File: src/rtl/trdb_encoder_ctrl.sv
// Trace encoder lifecycle controller: enable/disable, qualification windows, mode changes, resync timer.
// Define TRDB_RESYNC_CYCLES_EN to count resync in clock cycles instead of issued packets.
module trdb_encoder_ctrl #(
   parameter int unsigned CNT_W  = 16,
   parameter int unsigned MODE_W = 2
) (
   input  logic              clk_i,
   input  logic              rst_ni,
   input  logic              enable_i,
   input  logic [MODE_W-1:0] mode_i,
   input  logic [CNT_W-1:0]  resync_max_i,
   input  logic              valid_i,
   input  logic              qualified_i,
   input  logic              packet_valid_i,
   input  logic              resync_rst_i,
   output logic              active_o,
   output logic              tc_enc_enabled_o,
   output logic              tc_enc_disabled_o,
   output logic              tc_opmode_change_o,
   output logic              tc_first_qualified_o,
   output logic              lc_final_qualified_o,
   output logic              tc_max_resync_o
);

   typedef enum logic [1:0] {
      OFF,
      WAIT_QUAL,
      TRACING
   } state_e;

   state_e              state_q, state_d;
   logic                enable_q;
   logic [MODE_W-1:0]   mode_q, mode_d;
   logic [CNT_W-1:0]    cnt_q, cnt_d;
   logic                enabled_q, enabled_d;
   logic                disabled_q, disabled_d;
   logic                opmode_q, opmode_d;
   logic                rise, fall, cnt_inc;
   logic                first_qual, final_qual;

   always_comb begin
      rise       = enable_i & ~enable_q;
      fall       = ~enable_i & enable_q;
      state_d    = state_q;
      enabled_d  = 1'b0;
      disabled_d = 1'b0;
      opmode_d   = 1'b0;
      first_qual = 1'b0;
      final_qual = 1'b0;
      mode_d     = mode_i;

      // A fall wins over any qualification event in the same cycle.
      unique case (state_q)
         OFF: begin
            if (rise) begin
               state_d   = WAIT_QUAL;
               enabled_d = 1'b1;
            end
         end
         WAIT_QUAL: begin
            if (fall) begin
               state_d    = OFF;
               disabled_d = 1'b1;
            end else if (valid_i && qualified_i && enable_i) begin
               state_d    = TRACING;
               first_qual = 1'b1;
            end
         end
         TRACING: begin
            if (fall) begin
               state_d    = OFF;
               disabled_d = 1'b1;
               final_qual = 1'b1;
            end else if (valid_i && !qualified_i && enable_i) begin
               state_d    = WAIT_QUAL;
               final_qual = 1'b1;
            end
         end
         default: state_d = OFF;
      endcase

      // Mode changes in OFF, the rise cycle or the fall cycle are absorbed silently.
      if ((state_q != OFF) && !fall && (mode_i != mode_q)) begin
         opmode_d = 1'b1;
      end

`ifdef TRDB_RESYNC_CYCLES_EN
      cnt_inc = (state_q == TRACING);
`else
      cnt_inc = (state_q == TRACING) && packet_valid_i;
`endif

      // Saturating compare also covers a threshold lowered below the current count.
      cnt_d = cnt_q;
      if ((state_d == OFF) || resync_rst_i) begin
         cnt_d = '0;
      end else if (cnt_inc && (cnt_q < resync_max_i)) begin
         cnt_d = cnt_q + CNT_W'(1);
      end
   end

   always_ff @(posedge clk_i or negedge rst_ni) begin
      if (!rst_ni) begin
         state_q    <= OFF;
         enable_q   <= 1'b0;
         mode_q     <= '0;
         cnt_q      <= '0;
         enabled_q  <= 1'b0;
         disabled_q <= 1'b0;
         opmode_q   <= 1'b0;
      end else begin
         state_q    <= state_d;
         enable_q   <= enable_i;
         mode_q     <= mode_d;
         cnt_q      <= cnt_d;
         enabled_q  <= enabled_d;
         disabled_q <= disabled_d;
         opmode_q   <= opmode_d;
      end
   end

   assign active_o             = (state_q != OFF);
   assign tc_enc_enabled_o     = enabled_q;
   assign tc_enc_disabled_o    = disabled_q;
   assign tc_opmode_change_o   = opmode_q;
   assign tc_first_qualified_o = first_qual;
   assign lc_final_qualified_o = final_qual;
   assign tc_max_resync_o      = (resync_max_i != '0) && (cnt_q >= resync_max_i);

endmodule

File: config.mk
export PLATFORM = sky130hd
export DESIGN_NAME = trdb_encoder_ctrl
export DESIGN_NICKNAME = d
export VERILOG_FILES = /design/src/rtl/trdb_encoder_ctrl.sv
export SDC_FILE = /design/constraint.sdc
export NUM_CORES = 1
export LEC_CHECK = 0
export ABC_AREA = 1
export CAP_MARGIN = 20
export CORE_ASPECT_RATIO = 0.75
export CORE_MARGIN = 2
export CORE_UTILIZATION = 40
export CTS_CLUSTER_SIZE = 40
export DETAILED_ROUTE_END_ITERATION = 7
export PLACE_DENSITY = 0.6
export SLEW_MARGIN = 0
export SYNTH_ARGS = -nofsm -noshare
export SYNTH_HDL_FRONTEND = slang
export SYNTH_SLANG_ARGS = --single-unit
File: constraint.sdc
create_clock -name clk_i -period 3.2 [get_ports clk_i]
set_clock_uncertainty 0.05 [all_clocks]
set_input_delay 0.48 -clock clk_i [delete_from_list [all_inputs] [get_ports clk_i]]
set_output_delay 0.48 -clock clk_i [all_outputs]
set_load 0.01 [all_outputs]
=== After elaboration in Yosys (flattened, before gate mapping) ===
Index checks and enable logic that the tools add are counted.

* Add/subtract/negate cells: 1
* Magnitude comparators: 2
* Equal/unequal tests: 3
* Multiplexer cells: 19
* Bitwise operators: 4
* Reduce and logical (&&, ||, !) cells: 18

{| class="wikitable"
|+ Operators with widths
! kind !! number
|-
| $mux 16 || 2
|-
| $add 16x1->16 const B || 1
|-
| $ge 16x16->1 || 1
|-
| $lt 16x16->1 || 1
|-
| $reduce_bool 16->1 || 1
|-
| $mux 1 || 11
|-
| $mux 2 || 5
|-
| $logic_and 1x1->1 || 9
|-
| $pmux 2 s3 || 1
|-
| $logic_not 2->1 || 2
|-
| $reduce_bool 2->1 || 2
|-
| $and 1x1->1 || 2
|-
| $eq 2x1->1 const B || 1
|-
| $eq 2x2->1 const B || 1
|-
| $logic_not 1->1 || 2
|-
| $ne 2x2->1 || 1
|-
| $not 1->1 || 2
|-
| $reduce_or 2->1 || 1
|-
| $logic_or 1x1->1 || 1
|}

* Register bits after elaboration: 24
* Input port bits: 25
* Output and inout bits: 7

=== Logic depth before layout (Yosys ltp) ===
Gate-level depths: netlist (run 1).

* Word-level depth: 9
* Mapped depth: 15
* Depth with buffers taken out: 14

=== Least setup slack after synthesis (run 1) ===
OpenSTA, ideal clock, no wires.

* Path kind: input -> output
* From: in resync_max_i[15]
* To: out tc_max_resync_o
* Data arrival time: 1.389 ns
* Required time: 2.670 ns
* Slack: 1.281 ns
* Stages on the path: 8
* Buffers on the path: 0
* Cell sequence: inv_1 > ha_1 > nand2_1 > nor3_1 > nand2_1 > nand3_1 > nand2_1 > inv_1

* Cells in the longest elaborated chain, start to end: 2
* Elaborated cells between the ends (all ways): 3
* Classes of those cells: order compare: 1; reduce/logical: 2

{| class="wikitable"
|+ RTL lines
! item !! RTL line !! source
|-
| start: declaration || 11 || <nowiki>input logic [CNT_W-1:0] resync_max_i,</nowiki>
|-
| $ge 16x16->1 or $reduce_bool 16->1 (tied branches) || 128 || <nowiki>assign tc_max_resync_o = (resync_max_i != '0) && (cnt_q >= resync_max_i);</nowiki>
|-
| $logic_and 1x1->1 * || 128 ||
|-
| end: declaration || 22 || <nowiki>output logic tc_max_resync_o</nowiki>
|}

Mark *: on every way between the ends. The rest lies on a longest branch, timed or not.

=== Worst setup path in the final report (run 1) ===
Ends and elaborated chain as after synthesis.

==> results of run 1 <==
cell type report:
| type | count | area, um^2 |
|---|---|---|
| clock buffers | 4 | 55.1 |
| fillers | 488 | 2430 |
| inverters | 57 | 214 |
| multi-input cells | 190 | 1150 |
| flip-flops and latches | 24 | 601 |
| well taps | 60 | 75.1 |
| repair buffers | 33 | 325 |
repair_timing:
item,in CTS,in global routing
setup endpoints to repair,0,1
resized for setup,0,1
hold buffers,0,0
buffers inserted,0,0
power breakdown:
group	internal (uW)	switching [uW]	leakage, uW	total (uW)
Sequential	330	20.6	0.000324	351
Clock	110	97.0	0.0000288	207
Combinational	151	268	0.000995	419
per-layer routing:
metal / up-vias / global-route usage [%]
li1: 954 / -
met1: 757 / 26.5
met2: 46 / 25.7
met3: 5 / 3.44
met4: 0 / 3.57
met5: - / 0
metrics by stage:
stage | instance area, um^2 | utilization, % | setup slack, ps
after global placement | 2360 | 48.7 | 168
after CTS | 2410 | 49.8 | 127
after detailed placement | 2360 | 48.7 | 142
after floorplan | 1990 | - | 1280
after global routing | 2420 | 49.9 | 83.8
final | 2420 | 49.9 | 247
how the worst max path moves through the flow:
stage,from,endpoint,cells after the start,slack [ps]
final,resync_max_i[15],tc_max_resync_o,10,250
after global routing,resync_max_i[15],tc_max_resync_o,10,80
after CTS,resync_max_i[10],tc_max_resync_o,10,130
after detailed placement,resync_max_i[10],tc_max_resync_o,10,140
after global placement,resync_max_i[11],tc_max_resync_o,10,170
after floorplan,resync_max_i[15],tc_max_resync_o,8,1280
registers in the layout, summed over array words and instances, names as in the netlist:
register,count
cnt_q,16
mode_q,2
state_q,2
enable_q,1
tc_enc_disabled_o,1
tc_enc_enabled_o,1
tc_opmode_change_o,1
placed cells by master (no fill, tap or decap):
cell and count:
sky130_fd_sc_hd__nand2_4 1, sky130_fd_sc_hd__a21o_1 1, sky130_fd_sc_hd__inv_1 54, sky130_fd_sc_hd__nor3_1 3
sky130_fd_sc_hd__ha_1 21, sky130_fd_sc_hd__nand4_1 20, sky130_fd_sc_hd__nand2_2 2, sky130_fd_sc_hd__nor4_1 4
sky130_fd_sc_hd__a211oi_1 1, sky130_fd_sc_hd__buf_4 2, sky130_fd_sc_hd__dfrtp_1 24, sky130_fd_sc_hd__o21ai_0 2
sky130_fd_sc_hd__a21oi_4 1, sky130_fd_sc_hd__nand2_1 59, sky130_fd_sc_hd__nand3b_1 1, sky130_fd_sc_hd__inv_2 3
sky130_fd_sc_hd__nor2_2 1, sky130_fd_sc_hd__nor2_1 20, sky130_fd_sc_hd__a21oi_2 1, sky130_fd_sc_hd__clkbuf_8 4
sky130_fd_sc_hd__nand3_2 2, sky130_fd_sc_hd__clkdlybuf4s50_1 31, sky130_fd_sc_hd__nor3_2 2, sky130_fd_sc_hd__a21oi_1 5
sky130_fd_sc_hd__nand3_1 28, sky130_fd_sc_hd__xnor2_1 3, sky130_fd_sc_hd__a21boi_0 1, sky130_fd_sc_hd__xor2_1 11
logic make-up (layout without fill, tap and decap cells):
group / count (synthesis) / in the layout
and+or+nand+nor: 143 / 143
AOI/OAI and AO/OA: 12 / 12
adders and majority gates: 21 / 21
xor gates and xnor gates: 14 / 14
DFF: 24 / 24
buffers and inverters: 62 / 94
==> implementation parameters, run 1 <==
Parameter                              Value

Clock tree
  Cts bufs inserted ... 3
  Maximum clock insertion buffer count ... 2
  Clock latency on the worst-skew pair ... between 200 and 300 ps
  CTS clock-pin slew for the worst setup and hold paths ... about 80 ps
  CTS Root Buffer Type ... sky130_fd_sc_hd__clkbuf_8
  Sink count of the clock tree ... 24
  Maximum level of the CTS H-tree ... 1
  TritonCTS clock tree ... yes

Layout
  Layout overhead on the synthesized area ... 21.7%
  Non-Filler Instances ... around 370
  Nets@finish ... about 360
  Antenna Cells ... 0
  Share of layout cells above drive strength 1 ... approximately 6.2%

Route
  Top Metal Used ... met4
  Met2 wire len ... ~1700 um
  Routed len/inst ... between 10 and 15 um
  DR pass1 iterations ... 4
  Met1 Routed Length ... around 2400 um
  Iteration-0 DRC count of the detailed router ... 51
  Detailed-route via count ... roughly 1800
  Met3 wire length ... 251 um
  Post-detailed-routing wire length ... 4410 um
  DR DRC count ... 0
  Post-detailed-route via-to-cell ratio ... 4.79
  Remaining antenna violation count after routing ... 0

Logic synthesis
  Top FF cell, synth ... sky130_fd_sc_hd__dfrtp_1
  Post-synthesis net count ... between 300 and 400
  Main combinational cell family by area after synthesis ... simple AND/OR/NAND/NOR gates
  Commonest cells post-synth ... sky130_fd_sc_hd__nand2_1, sky130_fd_sc_hd__inv_1, sky130_fd_sc_hd__nand3_1
  Share of synthesized area spent on multiplexers ... 0%
  Library cell with the largest summed area after synthesis ... sky130_fd_sc_hd__dfrtp_1
  Seq cells post-synth ... 24
  Fraction of registers with async set or reset after synthesis ... 100%
  Area of the mapped netlist ... between 1500 and 2000 um^2
  Synth Area in Simple Gates ... ~34%
  Gate Count Post-Synth ... 276
  Complex-gate fraction of the synthesized area ... 4.16%
  Fraction of the mapped netlist area in adder cells ... a little over an eighth
  Top cells by area in the synthesized netlist ... sky130_fd_sc_hd__dfrtp_1, sky130_fd_sc_hd__ha_1, sky130_fd_sc_hd__nand2_1
  Yosys cell types ... 28
  Sequential element share of the synthesized area ... between 30 and 40%
  Share of the synthesized netlist area taken by xor and xnor gates ... roughly 6.2%
  Most frequent cell after synthesis ... sky130_fd_sc_hd__nand2_1
  EDFF count, synth ... 0
  Avg Inst Size Synth ... slightly above 7 um^2
  Synth warn ... 0
  Portion of synthesized cell area occupied by the leading cell type ... 30.2%

Timing
  Portion of the clock cycle consumed by the worst path in the final layout ... just over 90%
  Peak clock frequency supported by timing ... 0.339 GHz
  Hold WS ... 507 ps
  Final critical delay including setup and external delays ... ~3000 ps
  Max-slew headroom ... slightly above 70%
  Hold Violations, Final ... 0
  Measured slew at the worst slew-check pin ... ~440 ps
  Count of final max-slew check failures ... 0
  Final-layout setup total negative slack ... 0 ps
  Total setup violations reported at the end of the flow ... 0
  Setup repair after global routing missed its margin ... false

Worst setup path
  Worst reg2reg startpoint ... cnt_q[9]$_DFFE_PN0P_
  Critical path fanouts, max ... 3
  Kind of critical path ... input port to output pin
  Peak per-stage delay on the critical path ... 520 ps
  Flop-to-flop setup slack ... approximately 1300 ps
  Combined buffer and inverter count along the critical path ... 4
  Category of the worst setup path capture point ... output pin
  Destination of the worst register-to-register timing path ... cnt_q[1]$_DFFE_PN0P_
  Critical Path RT ... between 2000 and 3000 ps
  Signal arrival time at the worst endpoint ... ~2400 ps
  Ordered list of cells on the worst path ... clkdlybuf4s50_1 -> inv_1 -> ha_1 -> nand2_1 -> nor3_2 -> nand2_1 -> nand3_1 -> nand2_1 -> inv_1 -> clkdlybuf4s50_1
  Category of the worst setup path launch point ... input port
  Crit path max-delay cell type ... sky130_fd_sc_hd__clkdlybuf4s50_1
  R2r worst-path depth ... 11
  Most used cell, CP ... sky130_fd_sc_hd__nand2_1
  Cell class contributing the biggest share of worst-path delay ... buffers and inverters

Placed design
  Final weighted congestion of routability-driven global placement ... between 0.8 and 0.9
  Post-DP HPWL ... between 3000 and 4000 um
  Number of port buffers ... 31
  Post-placement cell count ... 364

Floorplan
  Area of the die ... around 5600 um^2
  Floorplan Core Area ... between 4000 and 5000 um^2
  Floorplan die height ... between 60 and 70 um
  Effective utilization at floorplan ... 41.0%
  Number of placed I/O pins ... 32
  Count of standard-cell rows ... 22
  Die Span X ... 85.4 um

Power
  Maximum vdd ir drop ... a little over 0.4 mV
  Total power draw ... 977 uW
  PwrDens ... 404 nW/um^2
  Static leakage ... 0.00135 uW

GRT
  GR Overflow Total ... 0
  Antenna violations before repair ... 0
  Wire length of the first global-routing pass ... 7690 um
  Total Routing Usage GR ... between 15 and 20%
  Pin count of the biggest net entering global routing ... 25
  Via count of the first global-routing pass ... around 1600

Run status
  Status ... completed

Min path
  Worst Hold Class ... input port to asynchronous set/reset pin

Run
  Maximum Capacitance Violations ... 0
No activity file was read; power rests on OpenSTA's default activity.
==> inputs of run 2 (changes only) <==
- REMOVE_ABC_BUFFERS: not set -> 1
==> run 2 against run 1 <==
Critical path depth unchanged. Worst hold slack got worse by 16 ps. First-iteration DRC count is 71% higher. Power barely moved. Sequential share of layout area grew 0.052 points. Worst setup slack worse by 56 ps. Sequential power hardly changed. Clock power about the same. Critical endpoint unchanged.
==> implementation parameters, run 2 (synthesized netlist as in run 1, its figures left out) <==
Parameter                              Value

Run status
  Status ... completed

Placed design
  Post-placement cell count ... 364
  Minimum setup slack after placement ... 178 ps
  Final weighted congestion of routability-driven global placement ... about 0.87
  Post-DP HPWL ... approximately 3500 um
  Number of port buffers ... 31

Min path
  Hold Crit Endpoint ... tc_opmode_change_o$_DFF_PN0_
  Worst Hold Class ... flip-flop to flip-flop
  Launch instance of the worst min-delay path ... mode_q[0]$_DFF_PN0_
  Worst Hold Depth ... 2

Worst setup path
  Critical path fanouts, max ... 3
  R2r worst-path depth ... 8
  Combined buffer and inverter count along the critical path ... 4
  Ordered list of cells on the worst path ... clkdlybuf4s50_1 -> inv_1 -> ha_1 -> nand2_1 -> nor3_1 -> nand2_1 -> nand3_1 -> nand2_1 -> inv_1 -> clkdlybuf4s50_1
  Crit path max-delay cell type ... sky130_fd_sc_hd__clkdlybuf4s50_1
  Peak per-stage delay on the critical path ... approximately 520 ps
  Category of the worst setup path capture point ... output pin
  Destination of the worst register-to-register timing path ... cnt_q[9]$_DFFE_PN0P_
  Signal arrival time at the worst endpoint ... between 2000 and 2500 ps
  Category of the worst setup path launch point ... input port
  Cell class contributing the biggest share of worst-path delay ... buffers and inverters
  Kind of critical path ... input port to output pin
  Critical Path RT ... approximately 2700 ps
  Worst reg2reg startpoint ... cnt_q[9]$_DFFE_PN0P_
  Most used cell, CP ... sky130_fd_sc_hd__nand2_1
  Flop-to-flop setup slack ... 1270 ps

Clock tree
  CTS clock-pin slew for the worst setup and hold paths ... roughly 80 ps
  # resized after CTS ... 0
  Count of hold buffers inserted by post-cts repair ... 0
  Cts bufs inserted ... 3
  TritonCTS clock tree ... yes
  Maximum level of the CTS H-tree ... 1
  CTS Root Buffer Type ... sky130_fd_sc_hd__clkbuf_8
  Clock latency on the worst-skew pair ... between 200 and 300 ps
  Setup repair bufs after CTS ... 0
  Sink count of the clock tree ... 24
  Maximum clock insertion buffer count ... 2

Power
  Static leakage ... 0.00135 uW
  Maximum vdd ir drop ... roughly 0.29 mV
  Total power draw ... roughly 980 uW
  PwrDens ... approximately 400 nW/um^2

Timing
  Hold Violations, Final ... 0
  Setup WS post-layout ... roughly 190 ps
  Peak clock frequency supported by timing ... around 0.33 GHz
  Count of final max-slew check failures ... 0
  Hold WS ... between 400 and 500 ps
  Measured slew at the worst slew-check pin ... around 460 ps
  Final critical delay including setup and external delays ... about 3000 ps
  Setup repair after global routing missed its margin ... false
  Portion of the clock cycle consumed by the worst path in the final layout ... 94.0%
  Max-slew headroom ... around 70%
  Total setup violations reported at the end of the flow ... 0
  Final-layout setup total negative slack ... 0 ps

GRT
  Wire length of the first global-routing pass ... a little over 8000 um
  Antenna violations before repair ... 0
  Via count of the first global-routing pass ... ~1800
  Total Routing Usage GR ... around 18%
  Met1 track utilization from global routing ... about a quarter
  Pin count of the biggest net entering global routing ... 25
  GR Overflow Total ... 0
  Met2 Track Usage GR ... between 20 and 30%
  Most utilized layer in the global route result ... met2
  M3 GR Usage ... about 3.2%

Route
  Remaining antenna violation count after routing ... 0
  Post-detailed-routing wire length ... between 4000 and 5000 um
  DR pass1 iterations ... 5
  DR DRC count ... 0
  Detailed-route via count ... 1768
  Routed len/inst ... roughly 12 um
  Iteration-0 DRC count of the detailed router ... between 80 and 90
  Post-detailed-route via-to-cell ratio ... approximately 4.8

Layout
  Layout overhead on the synthesized area ... 21.4%
  Register with the most flip-flops ... cnt_q
  Max FFs per register ... 16
  Antenna Cells ... 0
  Nets@finish ... around 360
  Most frequent cells in the layout ... sky130_fd_sc_hd__nand2_1, sky130_fd_sc_hd__inv_1, sky130_fd_sc_hd__clkdlybuf4s50_1
  Commonest non-fill, non-tap cell in the layout ... sky130_fd_sc_hd__nand2_1
  Largest registers ranked by flip-flop count ... cnt_q (16), mode_q (2), state_q (2)
  Share of layout cells above drive strength 1 ... ~5.8%
  Non-Filler Instances ... roughly 370

Floorplan
  Effective utilization at floorplan ... between 40% and 50%
  Die Span X ... around 85 um
  Floorplan Core Area ... approximately 4800 um^2
  Area of the die ... 5550 um^2
  Floorplan die height ... approximately 65 um
  Count of standard-cell rows ... 22
  Number of placed I/O pins ... 32

Run
  Maximum Capacitance Violations ... 0
==> run 2: cell types whose count changed in the layout (fill, tap and decap cells not counted) <==
cell                     before  now
sky130_fd_sc_hd__nor3_1       3    4
sky130_fd_sc_hd__nor3_2       2    1
==> run 2: worst max-delay path by stage <==
stage | from | end | slack, ps | depth (start not counted)
after floorplan | resync_max_i[15] | cnt_q[10]$_DFFE_PN0P_ | 1270 | 9
after global placement | resync_max_i[11] | tc_max_resync_o | 210 | 10
after detailed placement | resync_max_i[15] | tc_max_resync_o | 180 | 10
after CTS | resync_max_i[11] | tc_max_resync_o | 180 | 10
after global routing | resync_max_i[9] | tc_max_resync_o | 30 | 10
final | resync_max_i[15] | tc_max_resync_o | 190 | 10
==> run 2: report_power, final <==
part	switching [uW]	leakage, uW	internal, uW
sequential	20.0	0.000324	330
combinational	270	0.000995	152
clock	94.8	0.0000288	110
total	385	0.00135	591
==> run 2: worst reg2reg max path: stages, from the launching register on <==
cell                      delay (ps)
sky130_fd_sc_hd__dfrtp_1         480
sky130_fd_sc_hd__ha_1            340
sky130_fd_sc_hd__nand4_1         100
sky130_fd_sc_hd__nor3_1          220
sky130_fd_sc_hd__nand2_1         140
sky130_fd_sc_hd__nand3_2          90
sky130_fd_sc_hd__buf_4           230
sky130_fd_sc_hd__nand4_1         130
sky130_fd_sc_hd__nand2_1          90
==> run 2: layer usage <==
layer / share of wire [%] / wire length [um] / vias to the layer above
met5: 0 / 0 / -
met4: 0.56 / 25 / 0
met3: 4.6 / 206 / 2
met2: 41 / 1850 / 35
met1: 54 / 2410 / 779
li1: - / - / 952
==> run 2: through the flow <==
stage	area, um^2	util, %
2_1_floorplan	1960	-
3_3_place_gp	2360	48.7
3_5_place_dp	2360	48.7
4_1_cts	2410	49.8
5_1_grt	2410	49.8
6_report	2410	49.8
==> run 2: cell type report <==
| type | instances | area [um^2] |
|---|---|---|
| multi-input combinational | 190 | 1140 |
| clock buffer | 4 | 55.1 |
| sequential | 24 | 601 |
| tap | 60 | 75.1 |
| timing repair buffer | 33 | 325 |
| fill | 478 | 2430 |
| inverter | 57 | 214 |
==> inputs of run 3 (changes only) <==
- GPL_ROUTABILITY_DRIVEN: not set -> 0
==> results of run 3 <==
Same layout as run 2: the final DEF is identical, and so are final timing and power.
